==> src/rtl/crc_pkg.sv <==
// crc_pkg: shared constants for the CRC-8 frame generator.
//   CRC8_POLY_DEFAULT : default generator polynomial, MSB-first, implicit x^8
//   IDLE/PAYLOAD/CRC  : frame FSM state encoding
package crc_pkg;

   localparam logic [7:0] CRC8_POLY_DEFAULT = 8'h07;

   typedef logic [1:0] state_t;

   localparam state_t IDLE    = 2'd0;
   localparam state_t PAYLOAD = 2'd1;
   localparam state_t CRC     = 2'd2;

endpackage

==> src/rtl/crc8_byte_step.sv <==
// crc8_byte_step: combinational CRC-8 update over one data byte,
// processed MSB-first, non-reflected.
//   crc_in  [7:0] : CRC register before the byte
//   d       [7:0] : data byte
//   crc_out [7:0] : CRC register after all 8 bits of d
module crc8_byte_step
   import crc_pkg::*;
#(
   parameter logic [7:0] POLY = CRC8_POLY_DEFAULT
) (
   input  logic [7:0] crc_in,
   input  logic [7:0] d,
   output logic [7:0] crc_out
);

   always_comb begin
      logic [7:0] c;
      logic       fb;
      c  = crc_in;
      fb = 1'b0;
      // Unrolled bit-serial LFSR: data enters MSB first.
      for (int i = 0; i < 8; i++) begin
         fb = c[7] ^ d[3'(7 - i)];
         c  = {c[6:0], 1'b0} ^ (fb ? POLY : 8'h00);
      end
      crc_out = c;
   end

endmodule

==> src/rtl/crc8_frame_gen.sv <==
// crc8_frame_gen: transmit-side CRC-8 framer. Forwards each payload byte
// and appends the CRC of the frame as its final byte.
//   CLK, RST          : clock (rising edge), asynchronous active-low reset
//   din, D_VALID,
//   D_LAST, D_READY   : input byte stream; D_LAST marks the final payload byte
//   dout, DOUT_VALID,
//   DOUT_LAST,
//   DOUT_READY        : output byte stream; DOUT_LAST marks the CRC byte
//   frames            : count of CRC bytes accepted downstream (wraps)
module crc8_frame_gen
   import crc_pkg::*;
#(
   parameter logic [7:0] POLY    = CRC8_POLY_DEFAULT,
   parameter logic [7:0] INIT    = 8'h00,
   parameter logic [7:0] XOR_OUT = 8'h00
) (
   input  logic       CLK,
   input  logic       RST,
   input  logic [7:0] din,
   input  logic       D_VALID,
   input  logic       D_LAST,
   output logic       D_READY,
   output logic [7:0] dout,
   output logic       DOUT_VALID,
   output logic       DOUT_LAST,
   input  logic       DOUT_READY,
   output logic [7:0] frames
);

   state_t     state_q, state_d;
   logic [7:0] crc_q, crc_d;
   logic [7:0] dout_q, dout_d;
   logic       dout_valid_q, dout_valid_d;
   logic       dout_last_q, dout_last_d;
   logic [7:0] frames_q, frames_d;

   logic       slot_free;
   logic       in_xfer;
   logic       out_xfer;
   logic [7:0] crc_base;
   logic [7:0] crc_next;

   // The single output register can take a new byte when empty or draining.
   assign slot_free = !dout_valid_q | DOUT_READY;
   // RST gates D_READY so nothing is offered as accepted while held in reset.
   assign D_READY   = RST & (state_q != CRC) & slot_free;
   assign in_xfer   = D_VALID & D_READY;
   assign out_xfer  = dout_valid_q & DOUT_READY;

   // First byte of a frame always starts from INIT.
   assign crc_base  = (state_q == IDLE) ? INIT : crc_q;

   crc8_byte_step #(.POLY(POLY)) u_step (
      .crc_in  (crc_base),
      .d       (din),
      .crc_out (crc_next)
   );

   // State register
   always_ff @(posedge CLK or negedge RST) begin
      if (!RST) begin
         state_q <= IDLE;
      end else begin
         state_q <= state_d;
      end
   end

   // Next-state logic
   always_comb begin
      state_d = state_q;
      case (state_q)
         IDLE, PAYLOAD: begin
            if (in_xfer) begin
               state_d = D_LAST ? CRC : PAYLOAD;
            end
         end
         CRC: begin
            if (slot_free) begin
               state_d = IDLE;
            end
         end
         default: state_d = IDLE;
      endcase
   end

   // Output / datapath next values
   always_comb begin
      crc_d        = crc_q;
      dout_d       = dout_q;
      dout_valid_d = dout_valid_q;
      dout_last_d  = dout_last_q;
      frames_d     = frames_q;

      if (out_xfer && dout_last_q) begin
         frames_d = frames_q + 8'd1;
      end

      case (state_q)
         IDLE, PAYLOAD: begin
            if (in_xfer) begin
               dout_d       = din;
               dout_valid_d = 1'b1;
               dout_last_d  = 1'b0;
               crc_d        = crc_next;
            end else if (slot_free) begin
               // Previous byte left (or nothing was held): register empties.
               dout_valid_d = 1'b0;
               dout_last_d  = 1'b0;
            end
         end
         CRC: begin
            if (slot_free) begin
               dout_d       = crc_q ^ XOR_OUT;
               dout_valid_d = 1'b1;
               dout_last_d  = 1'b1;
               crc_d        = INIT;
            end
         end
         default: begin
            crc_d = INIT;
         end
      endcase
   end

   // Output register, CRC accumulator and frame counter
   always_ff @(posedge CLK or negedge RST) begin
      if (!RST) begin
         crc_q        <= INIT;
         dout_q       <= 8'h00;
         dout_valid_q <= 1'b0;
         dout_last_q  <= 1'b0;
         frames_q     <= 8'h00;
      end else begin
         crc_q        <= crc_d;
         dout_q       <= dout_d;
         dout_valid_q <= dout_valid_d;
         dout_last_q  <= dout_last_d;
         frames_q     <= frames_d;
      end
   end

   assign dout       = dout_q;
   assign DOUT_VALID = dout_valid_q;
   assign DOUT_LAST  = dout_last_q;
   assign frames     = frames_q;

endmodule

==> config.mk <==
export PLATFORM = sky130hd
export DESIGN_NAME = crc8_frame_gen
export DESIGN_NICKNAME = d
export VERILOG_FILES = /design/src/rtl/crc_pkg.sv /design/src/rtl/crc8_byte_step.sv /design/src/rtl/crc8_frame_gen.sv
export SDC_FILE = /design/constraint.sdc
export NUM_CORES = 1
export LEC_CHECK = 0
export CORE_ASPECT_RATIO = 0.9
export CORE_UTILIZATION = 50
export CTS_BUF_LIST = sky130_fd_sc_hd__clkbuf_4 sky130_fd_sc_hd__clkbuf_8
export DETAILED_ROUTE_END_ITERATION = 8
export HOLD_SLACK_MARGIN = 0.08
export PLACE_DENSITY = 0.9
export SLEW_MARGIN = 40
export SYNTH_ARGS = -nofsm -noshare
export SYNTH_HDL_FRONTEND = slang
export SYNTH_SLANG_ARGS = --single-unit
export TNS_END_PERCENT = 50
==> constraint.sdc <==
create_clock -name CLK -period 1.91 [get_ports CLK]
set_clock_uncertainty 0.15 [all_clocks]
set_input_delay 0.573 -clock CLK [delete_from_list [all_inputs] [get_ports CLK]]
set_output_delay 0.573 -clock CLK [all_outputs]
set_load 0.02 [all_outputs]
Word-level counts from Yosys, hierarchy flattened

Index checks and enable logic that the tools add are counted.

Bits of input ports: 13
Output and inout port bits: 19
Logic and storage cells: 55
Flip-flop bits (word level): 28

Reductions and logical operators: 8
Muxes and demuxes: 21
Equal/unequal tests: 6
Bitwise gates (word level): 13
Add/sub/neg operators: 1

Operator list:

| operator                                                        | count |
|---|---|
| 8-bit 2-to-1 mux                                                | 4 |
| 8-bit case mux with 2 select lines                              | 2 |
| 8-bit XOR                                                       | 4 |
| 3-bit 2-to-1 mux                                                | 4 |
| 8-bit by 1-bit adder with 8-bit output, second input constant   | 1 |
| 2-bit 2-to-1 mux                                                | 3 |
| 2-bit inequality test, second input constant                    | 3 |
| 3-bit AND reduction                                             | 2 |
| 1-bit bitwise AND                                               | 4 |
| 1-bit 2-to-1 mux                                                | 4 |
| 4-bit 2-to-1 mux                                                | 1 |
| 1-bit case mux with 2 select lines                              | 2 |
| 2-bit case mux with 2 select lines                              | 1 |
| 1-bit XOR                                                       | 4 |
| 3-bit inequality test, second input constant                    | 1 |
| 2-bit by 1-bit == test with 1-bit output, second input constant | 1 |
| 2-bit == test, second input constant                            | 1 |
| 2-bit zero test                                                 | 1 |
| 2-bit AND reduction                                             | 1 |
| 2-bit nonzero test                                              | 1 |
| 2-bit OR reduction                                              | 1 |
| 1-bit logical AND                                               | 1 |
| 1-bit zero test                                                 | 1 |
| 1-bit OR                                                        | 1 |

Depth between registers and ports, before layout

Gate-level depths: netlist (run 1).

Depth in word-level cells: 16
Depth in mapped cells: 8

Modules after synthesis

A second synthesis (run 1) with hierarchy kept.

Cells, all modules: 135
Area, all modules: 1551.5 um^2

Modules (own cells, without submodules):

| module         | cells each | instances | area an instance (um^2) |
|---|---|---|---|
| crc8_frame_gen | 123        | 1         | 1407.6 |
| crc8_byte_step | 12         | 1         | 143.9 |

Least setup slack after synthesis (run 1)

No wires, ideal clock.

Path type: input to output
Start point: input DOUT_READY
End point: output D_READY
Data arrival time: 0.987 ns
Slack: 0.200 ns
Buffers on the path: 0
Stages on the path: 2
Required time: 1.187 ns
Path through: nand2b_1 > and3_1

Word-level cells in the longest chain between the ends: 2

RTL lines:

| item              | RTL line             | source |
|---|---|---|
| start, declared   | crc8_frame_gen.sv:26 | `input logic DOUT_READY,` |
| 1-bit OR          | crc8_frame_gen.sv:44 | `assign slot_free = !dout_valid_q \| DOUT_READY;` |
| 1-bit bitwise AND | crc8_frame_gen.sv:46 | `assign D_READY = RST & (state_q != CRC) & slot_free;` |
| end, declared     | crc8_frame_gen.sv:22 | `output logic D_READY,` |

No other way between the ends.

Final worst setup path (run 1)

Ends and elaborated chain as after synthesis.

==> reports/results.ini, run 1 <==
[worst_setup_path]
worstPathArrival_ps = 1170
worstPathCellList = clkbuf_2 -> nand2b_4 -> and3_1 -> buf_6
cp_slowest_stage_delay_ps = 180
rr_startpoint = DOUT_VALID$_DFFE_PN0P_
startpoint = DOUT_READY
worst_path_max_delay_cell = and3_1
path_max_fanout = 3
critical_path_required_ps = 1190
cp-end-kind = output pin
crit_type = input pin to output pin
cp-start-kind = input pin

[run]
cap_viol_max_count = 0

[sta]
finalSetupViolCount = 0
period_minus_slack_ps = 1889
tightestPinTransition_ps = 598.7
setup_tns_ps = 0
max_slew_margin_pct = 59.95
setup_ws_ps = 21.13
rsz0062_at_grt = true
period_share_pct = 98.89
hold_violations = 0
slew_viol_final = 0
max_freq_ghz = 0.5294

[logic_synthesis]
synth-edff-count = 0
ys.flop_type = dfrtp_1
yosys_warnings = 0
syn_avg_cell_area_sq_um = 11.01
synth.distinct_cells = 32
postSynthRegisterBits = 26
synth_nets = 132
async_reset_ff_share_pct = 100.0
syn_area_sq_um = 1299
synthCells = 118
ys_seq_area_share_pct = 50.10

[drt]
post_drt_wl_per_cell_microns = 15.25
routed_wirelength_mm = 3.005
dr.pass1.iters = 4
drc = 0
ant_nets = 0
first_iter_violations = 33
vias_per_cell = 5.523
vias = 1088

[layout]
area_growth_pct = 41.62
final_area_sq_um = 1839
mostFrequentLayoutCells = dfrtp_1, dlygate4sd2_1, buf_4
final_common_cell = dfrtp_1
fin_nets = 184
diodes = 0
drive_gt1_share_pct = 23.08
layout.cells.non_filler = 197

[floorplanning]
die_w_microns = 55.72
die_area_sq_um = 2806
core_sq_um = 2446
die_h_microns = 50.35
boundaryPins = 32
row_count = 17
initial_core_util_pct = 53.09

[placement]
dp_hpwl_mm = 2.084
placed_area_sq_um = 1757
placed_cells = 191
gp_congestion = 0.8530
numPortBuffers = 31
dp_slack_ps = -839.1

[global_routing]
grt_overflow = 0
grt_antenna_before_repair = 0
grt_pass1_vias = 1042
grt_max_degree = 28
grt_usage_pct = 21.41
grt_pass1_wl_mm = 4.636

[power]
leakage_nw = 0.9230
total_power_mw = 1.921
p_per_area_nw_per_um2 = 1045
vdd_drop_max_v = 0.0008281

[cts]
path_clk_slew_ps = 150
cts_made_buffers = 3
clockBufferDepth = 2
cts.sinks = 26
clkLatencyLatePin_ps = 330
postCtsSetupBuffers = 0
cts-root-buf = clkbuf_4
cts_tree = yes
htreeDepth = 1

[outcome]
outcome = complete, no violations

[hold_path]
hold_class = input pin to async pin

[worst max-delay path: cells and delay by family]
kind                   cells  cell delay [ps]
AND/OR/NAND/NOR            2              340
buffers and inverters      2              250
[final cells by class]
| cell class | instances | area, sq um |
|---|---|---|
| timing repair buffer | 52 | 478.0 |
| sequential | 26 | 650.6 |
| clock buffer | 3 | 22.52 |
| multi-input combinational | 85 | 615.6 |
| tap | 28 | 35.03 |
| fill | 152 | 606.8 |
| inverter | 2 | 7.507 |
| clock inverter | 1 | 30.03 |
[path summary, 6_finish.rpt]
path | endpoint | slack (ps) | depth (start not counted)
setup reg to reg | crc_q[2]$_DFFE_PN0P_ | 180 | 6
hold reg to reg | frames[7]$_DFFE_PN0P_ | 330 | 1
setup / recovery | D_READY | 20 | 4
max in group asynchronous | state_q[0]$_DFFE_PN0P_ | 390 | 3
hold / removal | frames[3]$_DFFE_PN0P_ | 120 | 2
min in group CLK | frames[7]$_DFFE_PN0P_ | 330 | 1
[where the power goes]
part / switching, mW / internal (mW) / leakage [nW]
clock: 0.169 / 0.212 / 0.0279
combinational: 0.366 / 0.366 / 0.569
sequential: 0.123 / 0.685 / 0.326
total: 0.658 / 1.26 / 0.923
[routing by layer]
layer	global-route usage (%)	vias up	share of wire (%)
met4	7.917	0	2.1
met1	26.89	539	44
met3	3.866	9	3.6
met5	0	-	0
li1	-	507	-
met2	37.15	33	50
[synth_stat cells (all sizes together), types with 2 or more instances]
cell type / n / area (sq um)
dfrtp: 26 / 650.6
nand2: 14 / 60.06
xnor2: 11 / 96.34
nor2: 10 / 40.04
xor2: 7 / 68.82
a21oi: 6 / 30.03
mux2i: 6 / 60.06
a22o: 4 / 35.03
buf: 4 / 37.53
and3: 3 / 18.77
o21ai: 3 / 15.01
a32o: 2 / 20.02
inv: 2 / 7.510
nand2b: 2 / 12.51
nand3: 2 / 10.01
nand4: 2 / 12.51
o21bai: 2 / 15.01
o22a: 2 / 20.02
[sequential cells by signal, indices dropped and copies added, names as in the netlist]
name and flops:
DOUT_LAST 1, DOUT_VALID 1, crc_q 6, dout 8, frames 8, state_q 2
[cell families after synthesis]
kind of cell	Yosys count	synth area share, %
adders and majority gates	1	0.9632
AOI/OAI and AO/OA	22	12.04
DFF	26	50.10
muxes	7	5.491
xor gates and xnor gates	18	12.72
and+or+nand+nor	37	14.84
buffers and inverters	7	3.853
[metrics by stage]
step                      utilization [%]  hold slack (ps)
final                               75.19            115.8
after global routing                75.19            109.4
after CTS                           73.40            214.5
after detailed placement            71.82            312.6
after global placement              71.82            312.6
after floorplan                         -            127.4
[repair_timing]
item / CTS / global route
gates cloned: 0 / 1
endpoints found under the setup margin: 35 / 9
hold buffers: 0 / 1
hold endpoints to repair: 0 / 13
gates resized for setup: 28 / 10
Power figures use the tool's default switching activity.
==> run 2, diff against run 1 <==
--- a/config.mk
+++ b/config.mk
@@ -5,9 +5,11 @@
 export SDC_FILE = /design/constraint.sdc
 export NUM_CORES = 1
 export LEC_CHECK = 0
+export ABC_CLOCK_PERIOD_IN_PS = 1910
 export CORE_ASPECT_RATIO = 0.9
 export CORE_UTILIZATION = 50
 export CTS_BUF_LIST = sky130_fd_sc_hd__clkbuf_4 sky130_fd_sc_hd__clkbuf_8
+export CTS_CLUSTER_DIAMETER = 200
 export DETAILED_ROUTE_END_ITERATION = 8
 export HOLD_SLACK_MARGIN = 0.08
 export PLACE_DENSITY = 0.9
==> results of run 2 <==
No change in the layout: final DEF, timing and power equal those of run 1.
==> run 3, diff against run 2 <==
--- a/config.mk
+++ b/config.mk
@@ -11,7 +11,7 @@
 export CTS_BUF_LIST = sky130_fd_sc_hd__clkbuf_4 sky130_fd_sc_hd__clkbuf_8
 export CTS_CLUSTER_DIAMETER = 200
 export DETAILED_ROUTE_END_ITERATION = 8
-export HOLD_SLACK_MARGIN = 0.08
+export HOLD_SLACK_MARGIN = 0.05
 export PLACE_DENSITY = 0.9
 export SLEW_MARGIN = 40
 export SYNTH_ARGS = -nofsm -noshare
==> reports/results.ini, run 3 (synthesized netlist as in run 1, its figures left out) <==
[sta]
rsz0062_at_grt = true
slew_viol_final = 0
max_freq_ghz = 0.5294
tightestPinTransition_ps = 538.1
fin_hold_ws_ps = 89.59
hold_violations = 0
finalSetupViolCount = 0
period_minus_slack_ps = 1889
period_share_pct = 98.89
setup_ws_ps = 21.13
max_slew_margin_pct = 64.13

[drt]
post_drt_wl_per_cell_microns = 14.82
dr.pass1.iters = 4
first_iter_violations = 37
routed_wirelength_mm = 2.905
ant_nets = 0
vias = 1073
drc = 0
vias_per_cell = 5.474

[worst_setup_path]
worstPathCellList = clkbuf_2 -> nand2b_4 -> and3_1 -> buf_6
rr_startpoint = DOUT_VALID$_DFFE_PN0P_
worstPathArrival_ps = 1170
path_max_fanout = 3
critical_path_required_ps = 1190
cp_slowest_stage_delay_ps = 180
crit_type = input pin to output pin
worst_path_max_delay_cell = and3_1
cp-end-kind = output pin
startpoint = DOUT_READY
cp-start-kind = input pin

[global_routing]
grt_pass1_vias = 1042
grt_pass1_wl_mm = 4.636
grt_overflow = 0
grt_max_degree = 28
grt_usage_pct = 21.41
grt_antenna_before_repair = 0

[hold_path]
hold_class = input pin to async pin

[run]
cap_viol_max_count = 0

[power]
total_power_mw = 1.914
vdd_drop_max_v = 0.0008202
leakage_nw = 0.9189
p_per_area_nw_per_um2 = 1046

[placement]
dp_hpwl_mm = 2.084
placed_area_sq_um = 1757
numPortBuffers = 31
placed_cells = 191
dp_slack_ps = -839.1
gp_congestion = 0.8530

[floorplanning]
die_w_microns = 55.72
core_sq_um = 2446
row_count = 17
initial_core_util_pct = 53.09
die_area_sq_um = 2806
boundaryPins = 32
die_h_microns = 50.35

[cts]
cts_tree = yes
cts.sinks = 26
clockBufferDepth = 2
cts_made_buffers = 3
htreeDepth = 1
cts-root-buf = clkbuf_4
clkLatencyLatePin_ps = 330
postCtsSetupBuffers = 0
path_clk_slew_ps = 150

[layout]
area_growth_pct = 40.85
diodes = 0
drive_gt1_share_pct = 23.21
layout.cells.non_filler = 196
final_area_sq_um = 1829
final_common_cell = dfrtp_1
mostFrequentLayoutCells = dfrtp_1, dlygate4sd2_1, buf_4
fin_nets = 183

[outcome]
outcome = complete, no violations

run 3: cell types whose count changed in the layout (fill, tap and decap cells not counted), sizes merged:
cell | before | now
dlygate4sd3 | 1 | 0
run 3: final cells by class:
type                       instances  area, sq um
clock buffer                       3        22.52
clock inverter                     1        30.03
fill                             155        616.8
inverter                           2        7.507
multi-input combinational         85        615.6
sequential                        26        650.6
tap                               28        35.03
timing repair buffer              51        467.9
run 3: final timing paths:
check                                        end  slack, ps  cells after the start
max in group asynchronous  frames[0]$_DFFE_PN0P_       1370                      2
min in group CLK           frames[7]$_DFFE_PN0P_        330                      1
setup / recovery                         D_READY         20                      4
hold / removal              crc_q[1]$_DFFE_PN0P_         90                      2
hold reg to reg            frames[7]$_DFFE_PN0P_        330                      1
setup reg to reg            crc_q[2]$_DFFE_PN0P_        180                      6
run 3: through the flow:
stage	utilization (%)	setup TNS, ps
final	74.78	0
after global routing	74.78	-20.01
after CTS	73.40	-177.9
after detailed placement	71.82	-11430
after global placement	71.82	-10730
after floorplan	-	0
run 3: power breakdown:
| group | switching (mW) | internal (mW) |
|---|---|---|
| clock network | 0.169 | 0.212 |
| logic | 0.360 | 0.365 |
| registers | 0.122 | 0.685 |
| total | 0.652 | 1.26 |
run 3: what timing repair did:
item	in CTS	in global routing
cloned	0	1
hold buffers	0	0
gates resized for setup	28	10
endpoints found under the hold margin	0	0
endpoints found under the setup margin	35	9
run 3: critical path: cells and delay by family:
family | cells | cell delay (ps)
buf+inv | 2 | 250
simple gates | 2 | 340
run 3: per-layer routing:
metal	track usage (%)	up-vias	wire [microns]
met4	7.917	0	60
met3	3.866	7	101
met2	37.15	28	1459
li1	-	503	-
met5	0	-	0
met1	26.89	535	1284
